--- src/rtl/calc_hist_if.sv ---
// Board-side bundle for calc_hist: debounced buttons and switches in,
// accumulator, flags and history depth out.
interface calc_hist_if #(
  parameter int WIDTH = 16,
  parameter int DEPTH = 8,
  parameter int CW    = $clog2(DEPTH + 1)
);
  logic             btnd;
  logic             btnz;
  logic             btnx;
  logic             btnl;
  logic             btnc;
  logic             btnr;
  logic [WIDTH-1:0] sw;
  logic [WIDTH-1:0] led;
  logic             busy;
  logic             ovf;
  logic             zero;
  logic [CW-1:0]    hist_cnt;

  modport master (
    output btnd, btnz, btnx, btnl, btnc, btnr, sw,
    input  led, busy, ovf, zero, hist_cnt
  );

  modport slave (
    input  btnd, btnz, btnx, btnl, btnc, btnr, sw,
    output led, busy, ovf, zero, hist_cnt
  );
endinterface

--- src/rtl/calc_hist.sv ---
// Accumulator calculator with edge-triggered enter/undo, a circular LIFO undo
// history and a sequential shift-add multiplier.
module calc_hist #(
  parameter int WIDTH = 16,
  parameter int DEPTH = 8,
  parameter int CW    = $clog2(DEPTH + 1)
) (
  input  logic       clk,
  input  logic       btnu,
  calc_hist_if.slave bus
);

  localparam int SHW = $clog2(WIDTH);
  localparam int PW  = (DEPTH > 1) ? $clog2(DEPTH) : 1;

  localparam logic [3:0] OP_AND  = 4'b0000;
  localparam logic [3:0] OP_OR   = 4'b0001;
  localparam logic [3:0] OP_ADD  = 4'b0010;
  localparam logic [3:0] OP_SUB  = 4'b0011;
  localparam logic [3:0] OP_SLT  = 4'b0100;
  localparam logic [3:0] OP_SLL  = 4'b0101;
  localparam logic [3:0] OP_SRA  = 4'b0110;
  localparam logic [3:0] OP_XOR  = 4'b0111;
  localparam logic [3:0] OP_MUL  = 4'b1000;
  localparam logic [3:0] OP_LOAD = 4'b1001;
  localparam logic [3:0] OP_SRL  = 4'b1010;
  localparam logic [3:0] OP_ROL  = 4'b1011;

  typedef enum logic {S_IDLE, S_MUL} state_t;

  state_t             state_q, state_d;
  logic               btnd_q, btnz_q;
  logic [WIDTH-1:0]   acc_q, acc_d;
  logic               ovf_q, ovf_d;
  logic [CW-1:0]      cnt_q, cnt_d;
  logic [PW-1:0]      top_q, top_d;
  logic [2*WIDTH-1:0] mcand_q, mcand_d;
  logic [WIDTH-1:0]   mplier_q, mplier_d;
  logic [2*WIDTH-1:0] prod_q, prod_d;
  logic [SHW-1:0]     step_q, step_d;

  logic [WIDTH-1:0]   hist_mem [DEPTH];
  logic               push;

  logic [3:0]         op;
  logic [SHW-1:0]     sh;
  logic               enter, undo;
  logic [PW-1:0]      top_next, top_prev;
  logic [WIDTH-1:0]   sum, diff;
  logic [2*WIDTH-1:0] rot;
  logic [WIDTH-1:0]   alu_res;
  logic               alu_ovf;
  logic [2*WIDTH-1:0] prod_sum;

  assign op       = {bus.btnx, bus.btnl, bus.btnc, bus.btnr};
  assign sh       = bus.sw[SHW-1:0];
  assign enter    = bus.btnd & ~btnd_q;
  assign undo     = bus.btnz & ~btnz_q;
  // top_q points at the slot the next push writes; the newest entry sits one below.
  assign top_next = (top_q == PW'(DEPTH - 1)) ? '0 : top_q + PW'(1);
  assign top_prev = (top_q == '0) ? PW'(DEPTH - 1) : top_q - PW'(1);
  assign sum      = acc_q + bus.sw;
  assign diff     = acc_q - bus.sw;
  assign rot      = {acc_q, acc_q} << sh;
  assign prod_sum = prod_q + (mplier_q[0] ? mcand_q : '0);

  always_comb begin
    alu_res = acc_q;
    alu_ovf = 1'b0;
    case (op)
      OP_AND:  alu_res = acc_q & bus.sw;
      OP_OR:   alu_res = acc_q | bus.sw;
      OP_ADD: begin
        alu_res = sum;
        alu_ovf = (acc_q[WIDTH-1] == bus.sw[WIDTH-1]) && (sum[WIDTH-1] != acc_q[WIDTH-1]);
      end
      OP_SUB: begin
        alu_res = diff;
        alu_ovf = (acc_q[WIDTH-1] != bus.sw[WIDTH-1]) && (diff[WIDTH-1] != acc_q[WIDTH-1]);
      end
      OP_SLT:  alu_res = {{(WIDTH-1){1'b0}}, ($signed(acc_q) < $signed(bus.sw))};
      OP_SLL:  alu_res = acc_q << sh;
      OP_SRA:  alu_res = $signed(acc_q) >>> sh;
      OP_XOR:  alu_res = acc_q ^ bus.sw;
      OP_LOAD: alu_res = bus.sw;
      OP_SRL:  alu_res = acc_q >> sh;
      OP_ROL:  alu_res = rot[2*WIDTH-1:WIDTH];
      default: alu_res = acc_q;
    endcase
  end

  always_comb begin
    state_d  = state_q;
    acc_d    = acc_q;
    ovf_d    = ovf_q;
    cnt_d    = cnt_q;
    top_d    = top_q;
    mcand_d  = mcand_q;
    mplier_d = mplier_q;
    prod_d   = prod_q;
    step_d   = step_q;
    push     = 1'b0;
    case (state_q)
      S_IDLE: begin
        // Enter takes priority; a coincident undo is dropped even for a NOP.
        if (enter) begin
          if (op[3:2] != 2'b11) begin
            push  = 1'b1;
            top_d = top_next;
            cnt_d = (cnt_q == CW'(DEPTH)) ? cnt_q : cnt_q + CW'(1);
            if (op == OP_MUL) begin
              state_d  = S_MUL;
              mcand_d  = {{WIDTH{1'b0}}, acc_q};
              mplier_d = bus.sw;
              prod_d   = '0;
              step_d   = '0;
            end else begin
              acc_d = alu_res;
              ovf_d = alu_ovf;
            end
          end
        end else if (undo && (cnt_q != '0)) begin
          acc_d = hist_mem[top_prev];
          top_d = top_prev;
          cnt_d = cnt_q - CW'(1);
          ovf_d = 1'b0;
        end
      end
      S_MUL: begin
        prod_d   = prod_sum;
        mcand_d  = mcand_q << 1;
        mplier_d = mplier_q >> 1;
        step_d   = step_q + SHW'(1);
        if (step_q == SHW'(WIDTH - 1)) begin
          acc_d   = prod_sum[WIDTH-1:0];
          ovf_d   = |prod_sum[2*WIDTH-1:WIDTH];
          state_d = S_IDLE;
        end
      end
      default: state_d = S_IDLE;
    endcase
  end

  always_ff @(posedge clk) begin
    if (btnu) begin
      state_q  <= S_IDLE;
      btnd_q   <= 1'b0;
      btnz_q   <= 1'b0;
      acc_q    <= '0;
      ovf_q    <= 1'b0;
      cnt_q    <= '0;
      top_q    <= '0;
      mcand_q  <= '0;
      mplier_q <= '0;
      prod_q   <= '0;
      step_q   <= '0;
    end else begin
      state_q  <= state_d;
      btnd_q   <= bus.btnd;
      btnz_q   <= bus.btnz;
      acc_q    <= acc_d;
      ovf_q    <= ovf_d;
      cnt_q    <= cnt_d;
      top_q    <= top_d;
      mcand_q  <= mcand_d;
      mplier_q <= mplier_d;
      prod_q   <= prod_d;
      step_q   <= step_d;
    end
  end

  always_ff @(posedge clk) begin
    if (push) begin
      hist_mem[top_q] <= acc_q;
    end
  end

  assign bus.led      = acc_q;
  assign bus.busy     = (state_q == S_MUL);
  assign bus.ovf      = ovf_q;
  assign bus.zero     = (acc_q == '0);
  assign bus.hist_cnt = cnt_q;

endmodule

--- src/flat_wrapper.sv ---
// flat-port wrapper written by rule: the top's interface ports become plain ports
module calc_hist_flat 
#(
  parameter int WIDTH = 16,
  parameter int DEPTH = 8,
  parameter int CW    = $clog2(DEPTH + 1)
)
  (clk, btnu, bus_btnd, bus_btnz, bus_btnx, bus_btnl, bus_btnc, bus_btnr, bus_sw, bus_led, bus_busy, bus_ovf, bus_zero, bus_hist_cnt);
  calc_hist_if #(.WIDTH(WIDTH), .DEPTH(DEPTH), .CW(CW)) bus_i ();
  input  logic clk;
  input  logic btnu;
  input wire logic [$bits(bus_i.btnd)-1:0] bus_btnd;
  input wire logic [$bits(bus_i.btnz)-1:0] bus_btnz;
  input wire logic [$bits(bus_i.btnx)-1:0] bus_btnx;
  input wire logic [$bits(bus_i.btnl)-1:0] bus_btnl;
  input wire logic [$bits(bus_i.btnc)-1:0] bus_btnc;
  input wire logic [$bits(bus_i.btnr)-1:0] bus_btnr;
  input wire logic [$bits(bus_i.sw)-1:0] bus_sw;
  output wire logic [$bits(bus_i.led)-1:0] bus_led;
  output wire logic [$bits(bus_i.busy)-1:0] bus_busy;
  output wire logic [$bits(bus_i.ovf)-1:0] bus_ovf;
  output wire logic [$bits(bus_i.zero)-1:0] bus_zero;
  output wire logic [$bits(bus_i.hist_cnt)-1:0] bus_hist_cnt;
  assign bus_i.btnd = bus_btnd;
  assign bus_i.btnz = bus_btnz;
  assign bus_i.btnx = bus_btnx;
  assign bus_i.btnl = bus_btnl;
  assign bus_i.btnc = bus_btnc;
  assign bus_i.btnr = bus_btnr;
  assign bus_i.sw = bus_sw;
  assign bus_led = bus_i.led;
  assign bus_busy = bus_i.busy;
  assign bus_ovf = bus_i.ovf;
  assign bus_zero = bus_i.zero;
  assign bus_hist_cnt = bus_i.hist_cnt;
  calc_hist #(.WIDTH(WIDTH), .DEPTH(DEPTH), .CW(CW)) u_core (.clk(clk), .btnu(btnu), .bus(bus_i));
endmodule
--- config.mk ---
export PLATFORM = sky130hd
export DESIGN_NAME = calc_hist_flat
export DESIGN_NICKNAME = d
export VERILOG_FILES = /design/src/rtl/calc_hist_if.sv /design/src/rtl/calc_hist.sv /design/src/flat_wrapper.sv
export SDC_FILE = /design/constraint.sdc
export NUM_CORES = 1
export LEC_CHECK = 0
export ABC_AREA = 0
export CORE_ASPECT_RATIO = 0.9
export CORE_UTILIZATION = 35
export CTS_CLUSTER_DIAMETER = 120
export DETAILED_ROUTE_END_ITERATION = 8
export SKIP_LAST_GASP = 1
export SYNTH_ARGS = -nofsm -noshare
export SYNTH_HDL_FRONTEND = slang
export SYNTH_SLANG_ARGS = --single-unit
--- constraint.sdc ---
create_clock -name clk -period 6.9 [get_ports clk]
set_input_delay 1.38 -clock clk [delete_from_list [all_inputs] [get_ports clk]]
set_output_delay 1.38 -clock clk [all_outputs]
set_load 0.02 [all_outputs]
# == Word level (Yosys, flattened, before mapping) ==
# Memories as Yosys holds them, arrays and structs flattened.
# Index checks and enable logic that the tools add are counted.
# classes
n_eq_ne,29
magnitude_cmp,1
n_bitwise,8
shift,4
n_reduce_logical,14
n_addsub,8
mux,50
# op_table
op,n
2-to-1 mux 32 bit,7
case mux 16 bit (11 select lines),1
2-to-1 mux 16 bit,8
case mux 32 bit (2 select lines),2
case mux 16 bit (2 select lines),2
adder 32 bit,1
<< shifter 32 x 4 -> 32 bit,1
2-to-1 mux 4 bit,7
== test 4 bit (second input constant),6
adder 16 bit,1
AND 16 bit,1
== test 4 x 3 -> 1 bit (second input constant),4
logical NOT 16 bit,1
< comparator 16 bit,1
bitwise OR 16 bit,1
OR reduction 16 bit,1
<< shifter 16 x 4 -> 16 bit,1
right shift 16 x 4 -> 16 bit,1
>>> shifter 16 x 4 -> 16 bit,1
subtractor 16 bit,1
XOR 16 bit,1
2-to-1 mux 3 bit,5
2-to-1 mux 1 bit,14
!= test 13 bit (second input constant),1
25 further kinds,44
# totals
output_inout_bits,23
mem_bits_rw,128
n_memories,1
in_bits,24
ff_bits,111
# mem_list
name,words,width,rd,rd_ports_with_merged_regs,wr,line_no,source
u_core.hist_mem,8,16,1,0,1,calc_hist.sv:42,logic [WIDTH-1:0] hist_mem [DEPTH];

# == Longest topological paths before layout ==
# Gate-level depths: netlist (run 1).
# depth
depth_word,8
ltp_mapped,14
ltp_nobuf,12

# == Worst setup path before layout (run 1) ==
# Ideal clock, no wire load.
# synth_path
path_type,in2reg
startpoint,input port bus_sw[2]
endpoint,register u_core.acc_q[9] (netlist: u_core.bus.led[9])
path_buffers,2
stages,12
arrival_time_ps,4235
setup_slack_ps,2561
required_time_ps,6797
cell_sequence,inv_1 clkbuf_1 clkbuf_1 ha_1 a221o_1 a221oi_1 a31oi_1 a2bb2oi_1 mux2_2 o211ai_1 a211oi_1 a2111oi_2
# synth_via
elab_chain_len,6
word_cells_on_any_way,11
# synth_lines
element,line_no,source
"start, declared",flat_wrapper.sv:18,input wire logic [$bits(bus_i.sw)-1:0] bus_sw;
"subtractor 16 bit, or another cell as far along",calc_hist.sv:63,assign diff = acc_q - bus.sw;
case mux 16 bit (11 select lines) *,calc_hist.sv:70,case (op)
2-to-1 mux 16 bit *,calc_hist.sv:111,if (op == OP_MUL) begin
2-to-1 mux 16 bit *,calc_hist.sv:107,if (op[3:2] != 2'b11) begin
2-to-1 mux 16 bit *,calc_hist.sv:106,if (enter) begin
case mux 16 bit (2 select lines) *,calc_hist.sv:103,case (state_q)
"end signal, assigned",calc_hist.sv:149,acc_q <= '0;
"end signal, assigned",calc_hist.sv:161,acc_q <= acc_d;
"end, declared",calc_hist.sv:33,"logic [WIDTH-1:0] acc_q, acc_d;"
# Mark *: on every way between the ends. The rest lies on a longest branch, timed or not. The select of a mux whose other input is x is not followed.
# A chain may end at the register's enable or synchronous reset.

# == Final worst setup path (run 1) ==
# Ends and elaborated chain as after synthesis.

==> results.json, run 1 <==
{
  "outcome": "finished, final reports clean",
  "overflow": 0,
  "htree_levels": 1,
  "drtAntennaViolNets": 0,
  "cts_sinks": 239,
  "wl_per_cell_um": 22.5,
  "syn_area_um2": 16100,
  "p_per_area_nw_per_um2": 243,
  "synth.distinct_cells": 100,
  "synth_area_per_cell_um2": 9.24,
  "path_clk_slew_ns": 0.07,
  "gp_congestion": 0.958,
  "vdd_drop_max_mv": 0.169,
  "dp_hpwl_mm": 37.0,
  "yosysSeqAreaShare_pct": 37.6,
  "maxSlewViolCount": 0,
  "p_seq_share_pct": 38.3,
  "yosys_most_used_dff": "edfxtp_1",
  "rows": 74,
  "worst_slew_pin_slew_ns": 1.08,
  "setup_viol": 0,
  "mostFrequentLayoutCells": "nor2_1, a21oi_1, edfxtp_1",
  "path_max_fanout": 32,
  "final_common_cell": "nor2_1",
  "rsz0062_at_grt": "false",
  "internal_power_mw": 2.93,
  "antenna_found_initial": 0,
  "cts_tree": "built",
  "via_per_inst": 5.84,
  "required_ns": 7.35,
  "relSlewSlack_pct": 28.1,
  "totalWireLength_mm": 53.2,
  "cts-root-buf": "clkbuf_16",
  "dp_cells": 2315,
  "swShare_pct": 33.1,
  "grt_max_degree": 93,
  "endpoint_kind": "flop",
  "post-route-period-util_pct": 68.4,
  "clkLatencyLatePin_ns": 0.55,
  "ys_seq_elements": 239,
  "worst_clock_skew_ns": 0.0235,
  "core_area_um2": 45500,
  "power.leakage_nw": 6.75,
  "post_cts_buffers": 0,
  "grt_pass1_vias": 12900,
  "async_reset_ff_share_pct": 0,
  "dieArea_um2": 47000,
  "setup_tns_ns": 0,
  "ys_warn_count": 0,
  "vias": 13800,
  "final_util_pct": 39.7,
  "syn2layout_area_growth_pct": 11.9,
  "hold_violations": 0,
  "die_x_um": 228,
  "path_class": "primary input to flop",
  "synth_fp_nets": 1864,
  "first_iter_violations": 1214,
  "grt_pass1_wl_mm": 80.9,
  "drive_gt1_share_pct": 10.3,
  "synth_edf_count": 128,
  "finalNetCount": 1853,
  "num_antenna_cells": 0,
  "die_height_um": 206,
  "switching_power_mw": 1.45,
  "post_cts_resized": 0,
  "grt_usage_pct": 22.4,
  "p_comb_share_pct": 28.0,
  "cts_max_path_buffers": 3,
  "dr.pass1.iters": 5,
  "cts_buffers": 26,
  "initial_core_util_pct": 35.5,
  "clkPwrFrac_pct": 33.8,
  "boundaryPins": 47,
  "drc_errors": 0,
  "cp-start-kind": "primary input",
  "fin_crit_ns": 4.72,
  "stdcell_count": 2363,
  "max_freq_ghz": 0.212,
  "portBuffers": 46,
  "cp.arrival_ns": 5.17,
  "synth_cells": 1746,
  "hp-class": "flop to flop",
  "hold_buffers": 0,
  "maxCapViolCount": 0
}
==> worst max-delay path, stage by stage <==
cell and delay, ns:
clkdlybuf4s50_1 0.76, inv_1 0.21, buf_4 0.40, ha_1 0.30
nor2_1 0.06, a221o_1 0.37, a221oi_1 0.42, a31oi_1 0.17
a2bb2oi_1 0.15, mux2_2 0.29, o211ai_1 0.14, a211oi_1 0.17
a2111oi_2 0.34
==> flip-flops by register name, summed over array words and instances (netlist names) <==
name                 flops
u_core.bus.ovf           1
u_core.btnd_q            1
u_core.top_q             3
u_core.bus.busy          1
u_core.bus.hist_cnt      4
u_core.prod_q           32
u_core.step_q            4
u_core.bus.led          16
u_core.mcand_q          32
u_core.btnz_q            1
u_core.hist_mem        128
u_core.mplier_q         16
==> power groups by stage <==
stage	clock network, mW	registers [mW]	logic (mW)
after global routing	1.57	1.68	1.31
after detailed placement	0	1.71	1.21
final	1.48	1.68	1.23
after CTS	1.51	1.68	1.21
after floorplan	0	1.72	0.731
after global placement	0	1.71	1.21
==> logic make-up (layout without fill, tap and decap cells) <==
logic type                 count (synthesis)  count (layout)  synth area share, %
DFF                                      239             239                 37.6
muxes                                    130             130                 11.2
and+or+nand+nor                          584             584                 16.9
xor gates and xnor gates                  31              31                 1.68
buffers and inverters                    190             199                 4.99
AOI/OAI and AO/OA                        478             478                 20.1
adders and majority gates                 94              94                 7.48
==> final timing paths <==
kind | end | cells after the start | slack (ns) | start
hold / removal | u_core.prod_q[13] | 2 | 0.46 | u_core.prod_q[13]
setup / recovery | u_core.bus.led[9] | 13 | 2.18 | bus_sw[2]
hold reg to reg | u_core.prod_q[13] | 2 | 0.46 | u_core.prod_q[13]
setup reg to reg | u_core.bus.led[15] | 11 | 2.58 | u_core.bus.led[8]
==> cell usage after synthesis (all sizes together), types with 14 or more instances <==
cell	instances	area, µm²
a211oi	19	160
a21o	18	135
a21oi	196	992
a221oi	15	131
a22oi	16	120
a31oi	14	109
and2	36	226
and3	43	272
buf	32	184
clkbuf	95	379
dfxtp	111	2220
edfxtp	128	3840
ha	90	1130
inv	60	225
mux2i	81	811
mux4	40	901
nand2	107	402
nand3	34	170
nor2	259	975
nor3	32	160
o211ai	20	150
o21a	14	105
o21ai	55	275
xnor2	20	175
==> through the flow <==
| stage | total power [mW] | hold WS, ns | worst slack, ns | cell area (µm²) |
|---|---|---|---|---|
| 6_report | 4.38 | 0.463 | 2.18 | 18100 |
| 5_1_grt | 4.56 | 0.487 | 1.86 | 18100 |
| 4_1_cts | 4.40 | 0.462 | 2.26 | 18100 |
| 3_5_place_dp | 2.91 | 0.454 | 1.68 | 17100 |
| 3_3_place_gp | 2.92 | 0.447 | 1.77 | 17100 |
| 2_1_floorplan | 2.45 | 0.441 | 2.56 | 16100 |
==> layout make-up <==
class,count,area [µm²]
well taps,608,761
flip-flops and latches,239,6070
clock inverters,18,243
fillers,4430,27400
multi-input cells,1317,9310
clock buffers,30,666
repair buffers,89,771
inverters,62,233
==> metal layers <==
layer | track usage (%) | share of wire (%)
met1 | 32.1 | 46
met2 | 34.0 | 44
met3 | 3.74 | 7.3
met4 | 7.43 | 3.1
met5 | 0 | 0
Note: power is estimated with default switching activity, not from simulation.
==> run 2, diff against run 1 <==
==> constraint.sdc (replaced) <==
create_clock -name clk -period 4.2 [get_ports clk]
set_input_delay 0.84 -clock clk [delete_from_list [all_inputs] [get_ports clk]]
set_output_delay 0.84 -clock clk [all_outputs]
set_load 0.02 [all_outputs]
==> results.json, run 2 (synthesis gave the netlist of run 1 again) <==
{
  "hold_buffers": 0,
  "cp.arrival_ns": 4.15,
  "maxCapViolCount": 0,
  "grtUsageMet2_pct": 35.2,
  "cts-root-buf": "clkbuf_16",
  "final_util_pct": 40.8,
  "p_per_area_nw_per_um2": 398,
  "relSlewSlack_pct": 42.8,
  "swShare_pct": 33.0,
  "clkLatencyLatePin_ns": 0.57,
  "die_height_um": 206,
  "max_freq_ghz": 0.269,
  "overflow": 0,
  "setup_viol": 0,
  "path_clk_slew_ns": 0.06,
  "worst_clock_skew_ns": 0.0249,
  "wl_per_cell_um": 22.5,
  "largest_reg_flops": 128,
  "syn2layout_area_growth_pct": 15.1,
  "outcome": "finished, final reports clean",
  "grt_pass1_wl_mm": 81.9,
  "rows": 74,
  "antenna_found_initial": 1,
  "grt_usage_pct": 22.8,
  "vdd_drop_max_mv": 0.290,
  "totalWireLength_mm": 54.4,
  "hp-class": "flop to flop",
  "htree_levels": 1,
  "cts_tree": "built",
  "post_cts_resized": 0,
  "drtAntennaViolNets": 0,
  "grtUsageMet3_pct": 4.34,
  "boundaryPins": 47,
  "cp-start-kind": "flop",
  "finalNetCount": 1907,
  "vias": 14100,
  "grt_busiest_layer": "met2",
  "post-route-period-util_pct": 88.6,
  "worst_slew_pin_slew_ns": 0.852,
  "p_seq_share_pct": 36.5,
  "post_cts_buffers": 0,
  "path_class": "flop to flop",
  "dieArea_um2": 47000,
  "endpoint_kind": "flop",
  "maxSlewViolCount": 0,
  "dr.pass1.iters": 6,
  "grt_util_met1_pct": 31.7,
  "hold_violations": 0,
  "initial_core_util_pct": 35.5,
  "switching_power_mw": 2.44,
  "via_per_inst": 5.82,
  "core_area_um2": 45500,
  "rsz0062_at_grt": "false",
  "drc_errors": 0,
  "mostFrequentLayoutCells": "nor2_1, a21oi_1, edfxtp_1",
  "p_comb_share_pct": 29.2,
  "setup_tns_ns": 0,
  "gp_congestion": 1.05,
  "cts_max_path_buffers": 3,
  "portBuffers": 46,
  "reg.largest.list": "u_core.hist_mem: 128 flops, u_core.mcand_q: 32 flops, u_core.prod_q: 32 flops",
  "fin_crit_ns": 3.72,
  "clkPwrFrac_pct": 34.3,
  "cts_buffers": 28,
  "dp_hpwl_mm": 38.9,
  "max_flop_register": "u_core.hist_mem",
  "path_max_fanout": 27,
  "grt_max_degree": 71,
  "final_common_cell": "nor2_1",
  "drive_gt1_share_pct": 12.8,
  "grt_pass1_vias": 13300,
  "first_iter_violations": 1300,
  "cts_sinks": 239,
  "required_ns": 4.63,
  "power.leakage_nw": 7.05,
  "die_x_um": 228,
  "internal_power_mw": 4.95
}
-- run 2: metrics by stage --
stage          cells  hold slack, ns  area (µm²)  power (mW)  setup WS (ns)
5_1_grt         2419           0.482       18600        7.69          0.274
3_3_place_gp    2367           0.447       17600        4.86          0.255
2_1_floorplan   1746           0.441       16100        4.02          0.401
4_1_cts         2418           0.463       18600        7.42          0.513
3_5_place_dp    2367           0.454       17600        4.87          0.271
6_report        2419           0.462       18600        7.39          0.478
-- run 2: worst paths after layout --
| check | start | endpoint | slack (ns) | depth (start not counted) |
|---|---|---|---|---|
| hold reg to reg | u_core.prod_q[14] | u_core.prod_q[14] | 0.46 | 2 |
| setup reg to reg | u_core.mplier_q[0] | u_core.bus.ovf | 0.48 | 11 |
| setup / recovery | u_core.mplier_q[0] | u_core.bus.ovf | 0.48 | 11 |
| hold / removal | u_core.prod_q[14] | u_core.prod_q[14] | 0.46 | 2 |
-- run 2: critical path: stages (launching register included) --
cell and delay, ns:
dfxtp_1 0.29, buf_4 0.21, buf_4 0.20, and2_1 0.16, ha_1 0.39, a21o_1 0.28, a221o_1 0.42, or4b_1 0.47
o21ai_0 0.43, xnor2_1 0.24, o41ai_2 0.39, a21oi_1 0.10
-- run 2: metal layers --
layer,vias to the layer above,wire (µm)
met5,-,0
met4,0,1560
met3,83,4170
met2,561,23900
met1,6878,24700
li1,6551,-
-- run 2: power groups by stage --
| stage | registers, mW | clock network [mW] | logic, mW |
|---|---|---|---|
| 3_5_place_dp | 2.74 | 0 | 2.12 |
| 5_1_grt | 2.70 | 2.69 | 2.30 |
| 3_3_place_gp | 2.74 | 0 | 2.12 |
| 2_1_floorplan | 2.82 | 0 | 1.20 |
| 4_1_cts | 2.69 | 2.59 | 2.13 |
| 6_report | 2.70 | 2.53 | 2.16 |
-- run 2: final cells by class --
cell class | count | area [µm²]
timing repair buffer | 141 | 1220
multi-input combinational | 1317 | 9310
fill | 4463 | 26900
antenna | 1 | 2.50
clock buffer | 35 | 757
tap | 608 | 761
inverter | 62 | 233
clock inverter | 16 | 206
sequential | 239 | 6070
==> run 3, diff against run 2 <==
--- a/config.mk
+++ b/config.mk
@@ -10,6 +10,7 @@
 export CORE_UTILIZATION = 35
 export CTS_CLUSTER_DIAMETER = 120
 export DETAILED_ROUTE_END_ITERATION = 8
+export MAX_ROUTING_LAYER = met4
 export SKIP_LAST_GASP = 1
 export SYNTH_ARGS = -nofsm -noshare
 export SYNTH_HDL_FRONTEND = slang
==> results.json, run 3 (synthesis gave the netlist of run 1 again) <==
{
  "worst_slew_pin_slew_ns": 0.979,
  "cpPeakStageDelay_ns": 0.43,
  "cp_common_cell": "buf_4",
  "gp_congestion": 1.05,
  "boundaryPins": 47,
  "die_x_um": 228,
  "portBuffers": 46,
  "clkLatencyLatePin_ns": 0.57,
  "outcome": "finished, final reports clean",
  "worst_clock_skew_ns": 0.0336,
  "r2r_end": "u_core.bus.ovf",
  "max_freq_ghz": 0.272,
  "drive_gt1_share_pct": 12.9,
  "rows": 74,
  "r2r_slack_ns": 0.53,
  "worstSetupStartpoint": "u_core.mplier_q[0]",
  "mostFrequentLayoutCells": "nor2_1, a21oi_1, edfxtp_1",
  "final_common_cell": "nor2_1",
  "setup_tns_ns": 0,
  "post-route-period-util_pct": 87.5,
  "slowest_stage": "ha_1",
  "path_max_fanout": 27,
  "hp-class": "flop to flop",
  "endpoint_kind": "flop",
  "cts_buffers": 27,
  "first_iter_violations": 1198,
  "reg2reg_depth": 13,
  "cts-root-buf": "clkbuf_16",
  "power.leakage_nw": 7.04,
  "grt_pass1_wl_mm": 80.6,
  "rsz0062_at_grt": "false",
  "grt_pass1_vias": 13100,
  "drtAntennaViolNets": 0,
  "hold_violations": 0,
  "cp-start-kind": "flop",
  "antenna_found_initial": 1,
  "cts_tree": "built",
  "die_height_um": 206,
  "hold_buffers": 0,
  "setup_viol": 0,
  "largest_reg_flops": 128,
  "p_per_area_nw_per_um2": 395,
  "post_cts_resized": 0,
  "timing.rr.start": "u_core.mplier_q[0]",
  "hold-worst-slack_ns": 0.464,
  "finalNetCount": 1905,
  "vdd_drop_max_mv": 0.224,
  "relSlewSlack_pct": 34.6,
  "syn2layout_area_growth_pct": 14.7,
  "initial_core_util_pct": 35.5,
  "required_ns": 4.62,
  "path_clk_slew_ns": 0.06,
  "grt_max_degree": 62,
  "grt_usage_pct": 23.0,
  "totalWireLength_mm": 53.1,
  "maxSlewViolCount": 0,
  "post_cts_buffers": 0,
  "cts_max_path_buffers": 3,
  "crit_path_cell_trace": "buf_4 -> buf_4 -> and2_1 -> ha_1 -> and2_2 -> nand3_1 -> or2_2 -> o221ai_4 -> mux2_2 -> a211oi_2 -> nand4_1 -> o41ai_2 -> a21oi_1",
  "maxCapViolCount": 0,
  "final_util_pct": 40.7,
  "drc_errors": 0,
  "wl_per_cell_um": 22.0,
  "endpoint": "u_core.bus.ovf",
  "cts_sinks": 239,
  "overflow": 0,
  "cp.arrival_ns": 4.10,
  "fin_crit_ns": 3.67,
  "dieArea_um2": 47000,
  "htree_levels": 1,
  "dr.pass1.iters": 5,
  "path_class": "flop to flop",
  "reg.largest.list": "u_core.hist_mem: 128 flops, u_core.mcand_q: 32 flops, u_core.prod_q: 32 flops",
  "vias": 13900,
  "core_area_um2": 45500,
  "dp_hpwl_mm": 38.4,
  "max_flop_register": "u_core.hist_mem",
  "via_per_inst": 5.76
}
## run 3: changes by cell type in the layout (fill, tap and decap cells not counted), moves of 2 or more
| cell | previous run | this run |
|---|---|---|
| clkinvlp_4 | 2 | 0 |
| clkbuf_8 | 3 | 0 |
| buf_12 | 5 | 2 |
| clkbuf_1 | 4 | 0 |
| clkinv_2 | 1 | 7 |
| inv_6 | 3 | 1 |
| buf_4 | 91 | 93 |
| clkinv_4 | 1 | 3 |
## run 3: cell type report
type / count / area [µm²]
repair buffers: 140 / 1180
well taps: 608 / 761
fillers: 4419 / 27000
flip-flops and latches: 239 / 6070
inverters: 62 / 233
diodes: 1 / 2.50
clock inverters: 22 / 241
clock buffers: 28 / 701
multi-input cells: 1317 / 9310
## run 3: per-stage QoR
stage	cell area (µm²)	setup slack, ns	power [mW]	instances
global placement	17600	0.177	4.84	2366
detailed placement	17600	0.194	4.85	2366
floorplan	16100	0.401	4.02	1746
global route	18500	0.322	7.59	2417
finish	18500	0.525	7.30	2417
CTS	18500	0.513	7.33	2416
## run 3: per-layer routing
metal | GRT usage, % | part of all wire, %
met1 | 30.8 | 45
met2 | 34.4 | 43
met3 | 4.20 | 7.3
met4 | 8.96 | 3.8
met5 | - | 0
## run 3: worst min-delay path by stage
stage          cells after the start  slack (ns)          endpoint             start
4_1_cts                            2        0.46  u_core.prod_q[7]  u_core.prod_q[7]
2_1_floorplan                      2        0.44  u_core.prod_q[0]  u_core.prod_q[0]
3_5_place_dp                       2        0.45  u_core.prod_q[7]  u_core.prod_q[7]
5_1_grt                            2        0.48  u_core.prod_q[6]  u_core.prod_q[6]
3_3_place_gp                       2        0.45  u_core.prod_q[6]  u_core.prod_q[6]
6_report                           2        0.46  u_core.prod_q[7]  u_core.prod_q[7]
## run 3: worst max-delay path: cells and delay by family (launching register included)
family                   cells  cell delay (ns)
AND/OR/NAND/NOR              5             1.02
AO/OA/AOI/OAI                4             0.96
adder cells (fa/ha/maj)      1             0.43
multiplexers                 1             0.41
buffers and inverters        2             0.39
flip-flops                   1             0.29
## run 3: power by group
group / switching (mW) / internal [mW]
clock: 1.00 / 1.47
sequential: 0.0933 / 2.61
combinational: 1.31 / 0.812
total: 2.41 / 4.89
